$ cat src/rtl/shift_rotate_unit_pkg.sv
// Shared ALU definitions for the shift/rotate unit: op codes, FSM state
// encoding and the ceil(log2) helper used to size counters.
package shift_rotate_unit_pkg;

    localparam logic [4:0] OP_SHR  = 5'b00101;
    localparam logic [4:0] OP_SHRA = 5'b00110;
    localparam logic [4:0] OP_SHL  = 5'b00111;
    localparam logic [4:0] OP_ROL  = 5'b01000;
    localparam logic [4:0] OP_ROR  = 5'b01001;

    typedef enum logic [1:0] {
        ST_IDLE = 2'b00,
        ST_RUN  = 2'b01,
        ST_DONE = 2'b10
    } state_e;

    function automatic int sru_clog2(input int value);
        int r;
        r = 0;
        for (int i = 0; i < 31; i++) begin
            if ((32'sd1 <<< i) < value) begin
                r = i + 1;
            end else begin
                r = r;
            end
        end
        return r;
    endfunction

    function automatic logic is_shift_op(input logic [4:0] op);
        case (op)
            OP_SHR, OP_SHRA, OP_SHL, OP_ROL, OP_ROR: return 1'b1;
            default:                                 return 1'b0;
        endcase
    endfunction

endpackage

$ cat src/rtl/shift_rotate_unit_if.sv
// Request/response bundle between the control sequencer and the shift unit.
// With SHIFT_FLAGS_EN defined the bundle also carries flag_z/flag_n/flag_c.
interface shift_rotate_unit_if #(
    parameter int WIDTH = 32
);
    logic             start;
    logic [4:0]       op_code;
    logic [WIDTH-1:0] a;
    logic [WIDTH-1:0] amt;
    logic [WIDTH-1:0] result;
    logic             busy;
    logic             done;
    logic             illegal;
`ifdef SHIFT_FLAGS_EN
    logic             flag_z;
    logic             flag_n;
    logic             flag_c;

    modport master (output start, op_code, a, amt,
                    input  result, busy, done, illegal, flag_z, flag_n, flag_c);
    modport slave  (input  start, op_code, a, amt,
                    output result, busy, done, illegal, flag_z, flag_n, flag_c);
`else
    modport master (output start, op_code, a, amt,
                    input  result, busy, done, illegal);
    modport slave  (input  start, op_code, a, amt,
                    output result, busy, done, illegal);
`endif
endinterface

$ cat src/rtl/shift_rotate_unit_shift_step_mux.sv
// Combinational single-step shifter: moves din by k positions for the given op.
// The carry output exists only when SHIFT_FLAGS_EN is defined.
module shift_step_mux
    import shift_rotate_unit_pkg::*;
#(
    parameter int WIDTH = 32,
    parameter int KW    = 6
) (
    input  logic [4:0]       op,
    input  logic [KW-1:0]    k,
    input  logic [WIDTH-1:0] din,
`ifdef SHIFT_FLAGS_EN
    output logic             cout,
`endif
    output logic [WIDTH-1:0] dout
);
    // kc_s is the complementary distance; k=0 pushes both helper shifts off the end
    logic [KW-1:0] kc_s;
    assign kc_s = KW'(WIDTH) - k;

    // Shift or rotate din by k for the selected op
    always_comb begin
        dout = din;
        case (op)
            OP_SHL:  dout = din << k;
            OP_SHR:  dout = din >> k;
            OP_SHRA: dout = $signed(din) >>> k;
            OP_ROL:  dout = (din << k) | (din >> kc_s);
            OP_ROR:  dout = (din >> k) | (din << kc_s);
            default: dout = din;
        endcase
    end

`ifdef SHIFT_FLAGS_EN
    logic [WIDTH-1:0] up_s;
    logic [WIDTH-1:0] dn_s;
    assign up_s = din >> kc_s;
    assign dn_s = din >> (k - KW'(1));

    // Last bit leaving the word (or crossing the wrap) in this step
    always_comb begin
        cout = 1'b0;
        case (op)
            OP_SHL, OP_ROL:          cout = up_s[0];
            OP_SHR, OP_SHRA, OP_ROR: cout = dn_s[0];
            default:                 cout = 1'b0;
        endcase
    end
`endif

endmodule

$ cat src/rtl/shift_rotate_unit.sv
// Multi-cycle shift/rotate unit moving up to STEP bits per clock.
// Optional flag outputs are enabled by defining SHIFT_FLAGS_EN.
module shift_rotate_unit
    import shift_rotate_unit_pkg::*;
#(
    parameter int WIDTH = 32,
    parameter int STEP  = 4
) (
    input logic                clk,
    input logic                clr,
    shift_rotate_unit_if.slave bus
);
    localparam int LW = sru_clog2(WIDTH);
    localparam int KW = LW + 1;

    state_e           state_q, state_d;
    logic [WIDTH-1:0] sr_q, sr_d;
    logic [KW-1:0]    rem_q, rem_d;
    logic [4:0]       op_q, op_d;
    logic             busy_q, busy_d;
    logic             done_q, done_d;
    logic             illegal_q, illegal_d;
    logic             accept_s;
    logic [KW-1:0]    eff_s;
    logic [KW-1:0]    k_s;
    logic [WIDTH-1:0] step_out_s;

    assign accept_s = bus.start & ~busy_q & (state_q != ST_RUN);
    assign k_s      = (rem_q > KW'(STEP)) ? KW'(STEP) : rem_q;

    // Effective amount: rotates wrap, shifts saturate at WIDTH, illegal ops do nothing
    always_comb begin
        eff_s = '0;
        case (bus.op_code)
            OP_ROL, OP_ROR:          eff_s = {1'b0, bus.amt[LW-1:0]};
            OP_SHL, OP_SHR, OP_SHRA: eff_s = (bus.amt >= WIDTH'(WIDTH)) ? KW'(WIDTH)
                                                                       : bus.amt[KW-1:0];
            default:                 eff_s = '0;
        endcase
    end

`ifdef SHIFT_FLAGS_EN
    logic step_cout_s;
`endif

    shift_step_mux #(.WIDTH(WIDTH), .KW(KW)) u_step (
        .op   (op_q),
        .k    (k_s),
        .din  (sr_q),
`ifdef SHIFT_FLAGS_EN
        .cout (step_cout_s),
`endif
        .dout (step_out_s)
    );

    // Next-state logic
    always_comb begin
        state_d = state_q;
        case (state_q)
            ST_IDLE, ST_DONE: begin
                if (accept_s) begin
                    state_d = (eff_s == '0) ? ST_DONE : ST_RUN;
                end else begin
                    state_d = ST_IDLE;
                end
            end
            ST_RUN:  state_d = (rem_q <= KW'(STEP)) ? ST_DONE : ST_RUN;
            default: state_d = ST_IDLE;
        endcase
    end

    // Datapath: load on accept, step while running
    always_comb begin
        sr_d  = sr_q;
        rem_d = rem_q;
        op_d  = op_q;
        if (accept_s) begin
            sr_d  = bus.a;
            rem_d = eff_s;
            op_d  = bus.op_code;
        end else if (state_q == ST_RUN) begin
            sr_d  = step_out_s;
            rem_d = rem_q - k_s;
        end else begin
            sr_d  = sr_q;
        end
    end

    // Output decode from the upcoming state so the outputs come straight off flops
    always_comb begin
        busy_d    = (state_d == ST_RUN);
        done_d    = (state_d == ST_DONE);
        illegal_d = (state_d == ST_DONE) & ~is_shift_op(op_d);
    end

    // State and output registers
    always_ff @(posedge clk) begin
        if (!clr) begin
            state_q   <= ST_IDLE;
            sr_q      <= '0;
            rem_q     <= '0;
            op_q      <= 5'b00000;
            busy_q    <= 1'b0;
            done_q    <= 1'b0;
            illegal_q <= 1'b0;
        end else begin
            state_q   <= state_d;
            sr_q      <= sr_d;
            rem_q     <= rem_d;
            op_q      <= op_d;
            busy_q    <= busy_d;
            done_q    <= done_d;
            illegal_q <= illegal_d;
        end
    end

    assign bus.result  = sr_q;
    assign bus.busy    = busy_q;
    assign bus.done    = done_q;
    assign bus.illegal = illegal_q;

`ifdef SHIFT_FLAGS_EN
    logic carry_q, carry_d;
    logic flag_z_q, flag_z_d;
    logic flag_n_q, flag_n_d;
    logic flag_c_q, flag_c_d;

    // Track the last carry of the running op; a fresh accept clears it
    always_comb begin
        carry_d = carry_q;
        if (accept_s) begin
            carry_d = 1'b0;
        end else if (state_q == ST_RUN) begin
            carry_d = step_cout_s;
        end else begin
            carry_d = carry_q;
        end
        flag_z_d = (state_d == ST_DONE) & (sr_d == '0);
        flag_n_d = (state_d == ST_DONE) & sr_d[WIDTH-1];
        flag_c_d = (state_d == ST_DONE) & carry_d;
    end

    // Flag registers
    always_ff @(posedge clk) begin
        if (!clr) begin
            carry_q  <= 1'b0;
            flag_z_q <= 1'b0;
            flag_n_q <= 1'b0;
            flag_c_q <= 1'b0;
        end else begin
            carry_q  <= carry_d;
            flag_z_q <= flag_z_d;
            flag_n_q <= flag_n_d;
            flag_c_q <= flag_c_d;
        end
    end

    assign bus.flag_z = flag_z_q;
    assign bus.flag_n = flag_n_q;
    assign bus.flag_c = flag_c_q;
`endif

endmodule

$ cat src/flat_wrapper.sv
// flat-port wrapper written by rule: the top's interface ports become plain ports
module shift_rotate_unit_flat import shift_rotate_unit_pkg::*;
#(
    parameter int WIDTH = 32,
    parameter int STEP  = 4
)
  (clk, clr, bus_start, bus_op_code, bus_a, bus_amt, bus_result, bus_busy, bus_done, bus_illegal);
  shift_rotate_unit_if #(.WIDTH(WIDTH)) bus_i ();
  input logic clk;
  input logic clr;
  input wire logic [$bits(bus_i.start)-1:0] bus_start;
  input wire logic [$bits(bus_i.op_code)-1:0] bus_op_code;
  input wire logic [$bits(bus_i.a)-1:0] bus_a;
  input wire logic [$bits(bus_i.amt)-1:0] bus_amt;
  output wire logic [$bits(bus_i.result)-1:0] bus_result;
  output wire logic [$bits(bus_i.busy)-1:0] bus_busy;
  output wire logic [$bits(bus_i.done)-1:0] bus_done;
  output wire logic [$bits(bus_i.illegal)-1:0] bus_illegal;
  assign bus_i.start = bus_start;
  assign bus_i.op_code = bus_op_code;
  assign bus_i.a = bus_a;
  assign bus_i.amt = bus_amt;
  assign bus_result = bus_i.result;
  assign bus_busy = bus_i.busy;
  assign bus_done = bus_i.done;
  assign bus_illegal = bus_i.illegal;
  shift_rotate_unit #(.WIDTH(WIDTH), .STEP(STEP)) u_core (.clk(clk), .clr(clr), .bus(bus_i));
endmodule
$ cat config.mk
export PLATFORM = sky130hd
export DESIGN_NAME = shift_rotate_unit_flat
export DESIGN_NICKNAME = d
export VERILOG_FILES = /design/src/rtl/shift_rotate_unit_pkg.sv /design/src/rtl/shift_rotate_unit_if.sv /design/src/rtl/shift_rotate_unit_shift_step_mux.sv /design/src/rtl/shift_rotate_unit.sv /design/src/flat_wrapper.sv
export SDC_FILE = /design/constraint.sdc
export NUM_CORES = 1
export LEC_CHECK = 0
export ABC_AREA = 1
export CORE_MARGIN = 2
export CORE_UTILIZATION = 60
export CTS_BUF_LIST = sky130_fd_sc_hd__clkbuf_8
export CTS_CLUSTER_DIAMETER = 80
export DETAILED_ROUTE_END_ITERATION = 16
export HOLD_SLACK_MARGIN = 0.03
export PLACE_DENSITY = 0.95
export SLEW_MARGIN = 20
export SYNTH_ARGS = -nofsm -noshare
export SYNTH_HDL_FRONTEND = slang
export SYNTH_SLANG_ARGS = --single-unit
$ cat constraint.sdc
create_clock -name clk -period 8.7 [get_ports clk]
set_clock_uncertainty 0.15 [all_clocks]
set_input_delay 1.74 -clock clk [delete_from_list [all_inputs] [get_ports clk]]
set_output_delay 1.74 -clock clk [all_outputs]
set_load 0.02 [all_outputs]
==> run_results.csv <==
group,metric,value,unit
run_status,status,"finished clean",
drt,via_per_inst,6.22,
min_path,holdPathStages,2,
floorplanning,rows,37,
cts,ctsResizeCount,0,
placed_design,place_inst,1422,
min_path,holdPathEnd,"u_core.bus.result[12]",
pwr,swShare,50.1,%
global_routing,grt_max_degree,65,
cts,cts_sinks,48,
synthesis,synth-seq-cells,48,
synthesis,synth.area.mux_share,0,%
floorplanning,die_area,11500,um2
synthesis,synth_compound_gate_area_share,11.2,%
synthesis,synth_ff_type,"dfxtp_1",
sta,holdWs,336,ps
synthesis,syn_avg_cell_area,5.13,um2
pwr,clkPwrFrac,17.9,%
final_layout,utilization,71.8,%
synthesis,synth_commonest_cells,"nand2_1, nand3_1, nor2_1",
cts,path_clk_slew,110,ps
synthesis,syn_nets,1317,
sta,fmax,0.213,GHz
synthesis,synth_edf_count,0,
critical_path,ff2ff_setup_slack,4000,ps
drt,drt_first_iter_violations,1199,
floorplanning,fp.coreArea,10300,um2
drt,wl,25.0,mm
synthesis,yosysTopAreaCell,"nand2_1",
min_path,hold_path.class,"reg -> reg",
synthesis,yosys.area_share.simple,61.3,%
floorplanning,fp.dieH,107,um
global_routing,grt-ovfl-total,0,
sta,maxSlewViolCount,0,
synthesis,synth_fa_ha_area_share,0.392,%
pwr,power.static_leakage,3.43,nW
sta,tightest_slew,1200,ps
critical_path,crit_type,"reg -> reg",
final_layout,nets,1367,
cts,clockBufferDepth,2,
synthesis,synth_xor_area_share,0.137,%
sta,slew_headroom,20.0,%
min_path,worstHoldStart,"u_core.bus.result[12]",
synthesis,synth_top_family_by_area,"simple AND/OR/NAND/NOR gates",
synthesis,synth_top_area_share,25.9,%
cts,clkLatencyLatePin,340,ps
synthesis,seq_area_frac_synth,15.1,%
cts,postCtsSetupBuffers,0,
sta,finalCriticalPeriod,4700,ps
global_routing,grt_pass1_vias,7966,
pwr,p_comb_share,57.1,%
pwr,seq_power_share,24.9,%
synthesis,syn_inst,1243,
cts,cts-htree-levels,2,
synthesis,synthArstFlopShare,0,%
synthesis,synth.most_common_cell,"nand2_1",
synthesis,syn_area,6380,um2
sta,min_period_over_period,54.1,%
placed_design,gp_congestion,1.03,
global_routing,grt_first_pass_wirelength,39.2,mm
critical_path,required,8820,ps
pwr,power.density,140,nW/um2
critical_path,start_kind,"register",
final_layout,finalInstanceArea,7410,um2
cts,cts_root_buf,"clkbuf_8",
placed_design,dp_hpwl,17.6,mm
placed_design,placed_area,7280,um2
pwr,intPower,0.516,mW
sta,rsz0062_at_grt,"false",
synthesis,synth_area_leaders,"nand2_1, nand3_1, dfxtp_1",
synthesis,synth_warnings,0,
global_routing,track_usage,42.7,%
critical_path,crit_fanout,54,
sta,hold_viol,0,
drt,firstDrtPassIters,6,
drt,wl_per_cell,17.5,um
sta,setup_tns,0,ps
final_layout,fill_cells,986,
run,cap_violations,0,
critical_path,worstPathArrival,4830,ps
pwr,power_switching,0.519,mW
pwr,ir_worst_vdd,109,uV
final_layout,area_delta_synth_final,16.1,%
critical_path,r2r_cells,14,
floorplanning,start_util,61.8,%
cts,tritoncts,"done",
final_layout,n_antenna_cell,0,
sta,setup_viol,0,
critical_path,timing.rr.end,"u_core.bus.result[13]",
drt,vias,8898,
floorplanning,ios,107,
floorplanning,die_x,107,um
drt,drcViolationCount,0,
cts,cts-hold-fix-buffers,0,
drt,ant_nets,0,
cts,cts_buffers,5,
final_layout,final_layout_size_suffix_gt1_share,4.64,%
final_layout,final_cells,1430,
critical_path,cp-end-kind,"register",
global_routing,antenna_found_initial,0,
synthesis,synth_cell_types,41,
critical_path,reg2reg_from,"u_core.rem_q[4]",
placed_design,io_buffer_count,106,
[kinds of logic (layout without fill, tap and decap cells)]
group,after synthesis,in the layout
and+or+nand+nor,898,898
buffers and inverters,166,217
AOI/OAI and AO/OA,127,127
DFF,48,48
adders and majority gates,2,2
other,1,1
xor gates and xnor gates,1,1
[critical path: stages, from the launching register on]
cell and delay, ps:
dfxtp_1 390, nor2_4 520, nand2_4 500, inv_8 400, nand2_4 440, ha_1 440, nand3_4 160, nand2_2 350
inv_2 370, nand4_1 150, a21boi_0 330, nor2_1 170, nand2_1 90, nand2_1 50, a21oi_1 110
[placed cells by master, fill, tap and decap left out, types with 3 or more instances in the layout]
cell / Yosys / layout
a31oi_1: 3 / 3
nand3_2: 4 / 4
nor2_2: 7 / 5
o21ai_1: 11 / 11
nor3_1: 3 / 3
clkbuf_8: 0 / 5
a21oi_1: 58 / 58
nand2_2: 10 / 11
buf_4: 6 / 5
dfxtp_1: 48 / 48
inv_1: 88 / 88
nand2_4: 7 / 8
o211ai_1: 19 / 19
inv_2: 6 / 6
nand4_1: 26 / 26
nor2_4: 3 / 5
clkdlybuf4s50_1: 0 / 106
o21ai_0: 26 / 26
nand2_1: 440 / 438
nand3_1: 240 / 240
nor2_1: 151 / 151
[stage by stage]
step	worst slack [ps]	power [mW]
after floorplan	5630	0.658
after global placement	3910	0.820
after detailed placement	3810	0.825
after CTS	4160	1.00
after global routing	3890	1.09
final	4000	1.04
[routing by layer]
layer  part of all wire [%]  track usage, %  vias up
li1                       -               -     4163
met1                     39            57.2     3902
met2                     43            65.8      718
met3                     13            8.81      115
met4                    4.5            18.8        0
met5                      0               0        -
[power by group through the flow]
stage | logic (mW) | registers, mW | clock network [mW]
floorplan | 0.385 | 0.273 | 0
global placement | 0.558 | 0.261 | 0
detailed placement | 0.563 | 0.262 | 0
CTS | 0.565 | 0.257 | 0.183
global route | 0.639 | 0.260 | 0.192
finish | 0.591 | 0.258 | 0.186
[layout make-up]
class	instances	area, um2	share of cell area [%]
clock buffer	5	68.8	0.929
clock inverter	3	47.5	0.642
inverter	98	377	5.08
multi-input combinational	1029	4690	63.3
sequential	48	961	13.0
tap	136	170	2.30
timing repair buffer	111	1100	14.8
[how the worst max path moves through the flow]
stage,end,startpoint,cells after the start
2_1_floorplan,u_core.bus.illegal,bus_amt[7],11
3_3_place_gp,u_core.bus.result[6],bus_start,9
3_5_place_dp,u_core.bus.result[25],bus_start,10
4_1_cts,u_core.bus.result[6],bus_start,9
5_1_grt,u_core.bus.result[0],u_core.rem_q[4],15
6_report,u_core.bus.result[13],u_core.rem_q[4],14
[registers in the layout, summed over array words and instances, names as in the netlist]
register,count
u_core.op_q,5
u_core.rem_q,6
u_core.bus.result,32
u_core.bus.busy,1
u_core.state_q,2
u_core.bus.illegal,1
u_core.bus.done,1
(Power assumes the default switching activity.)
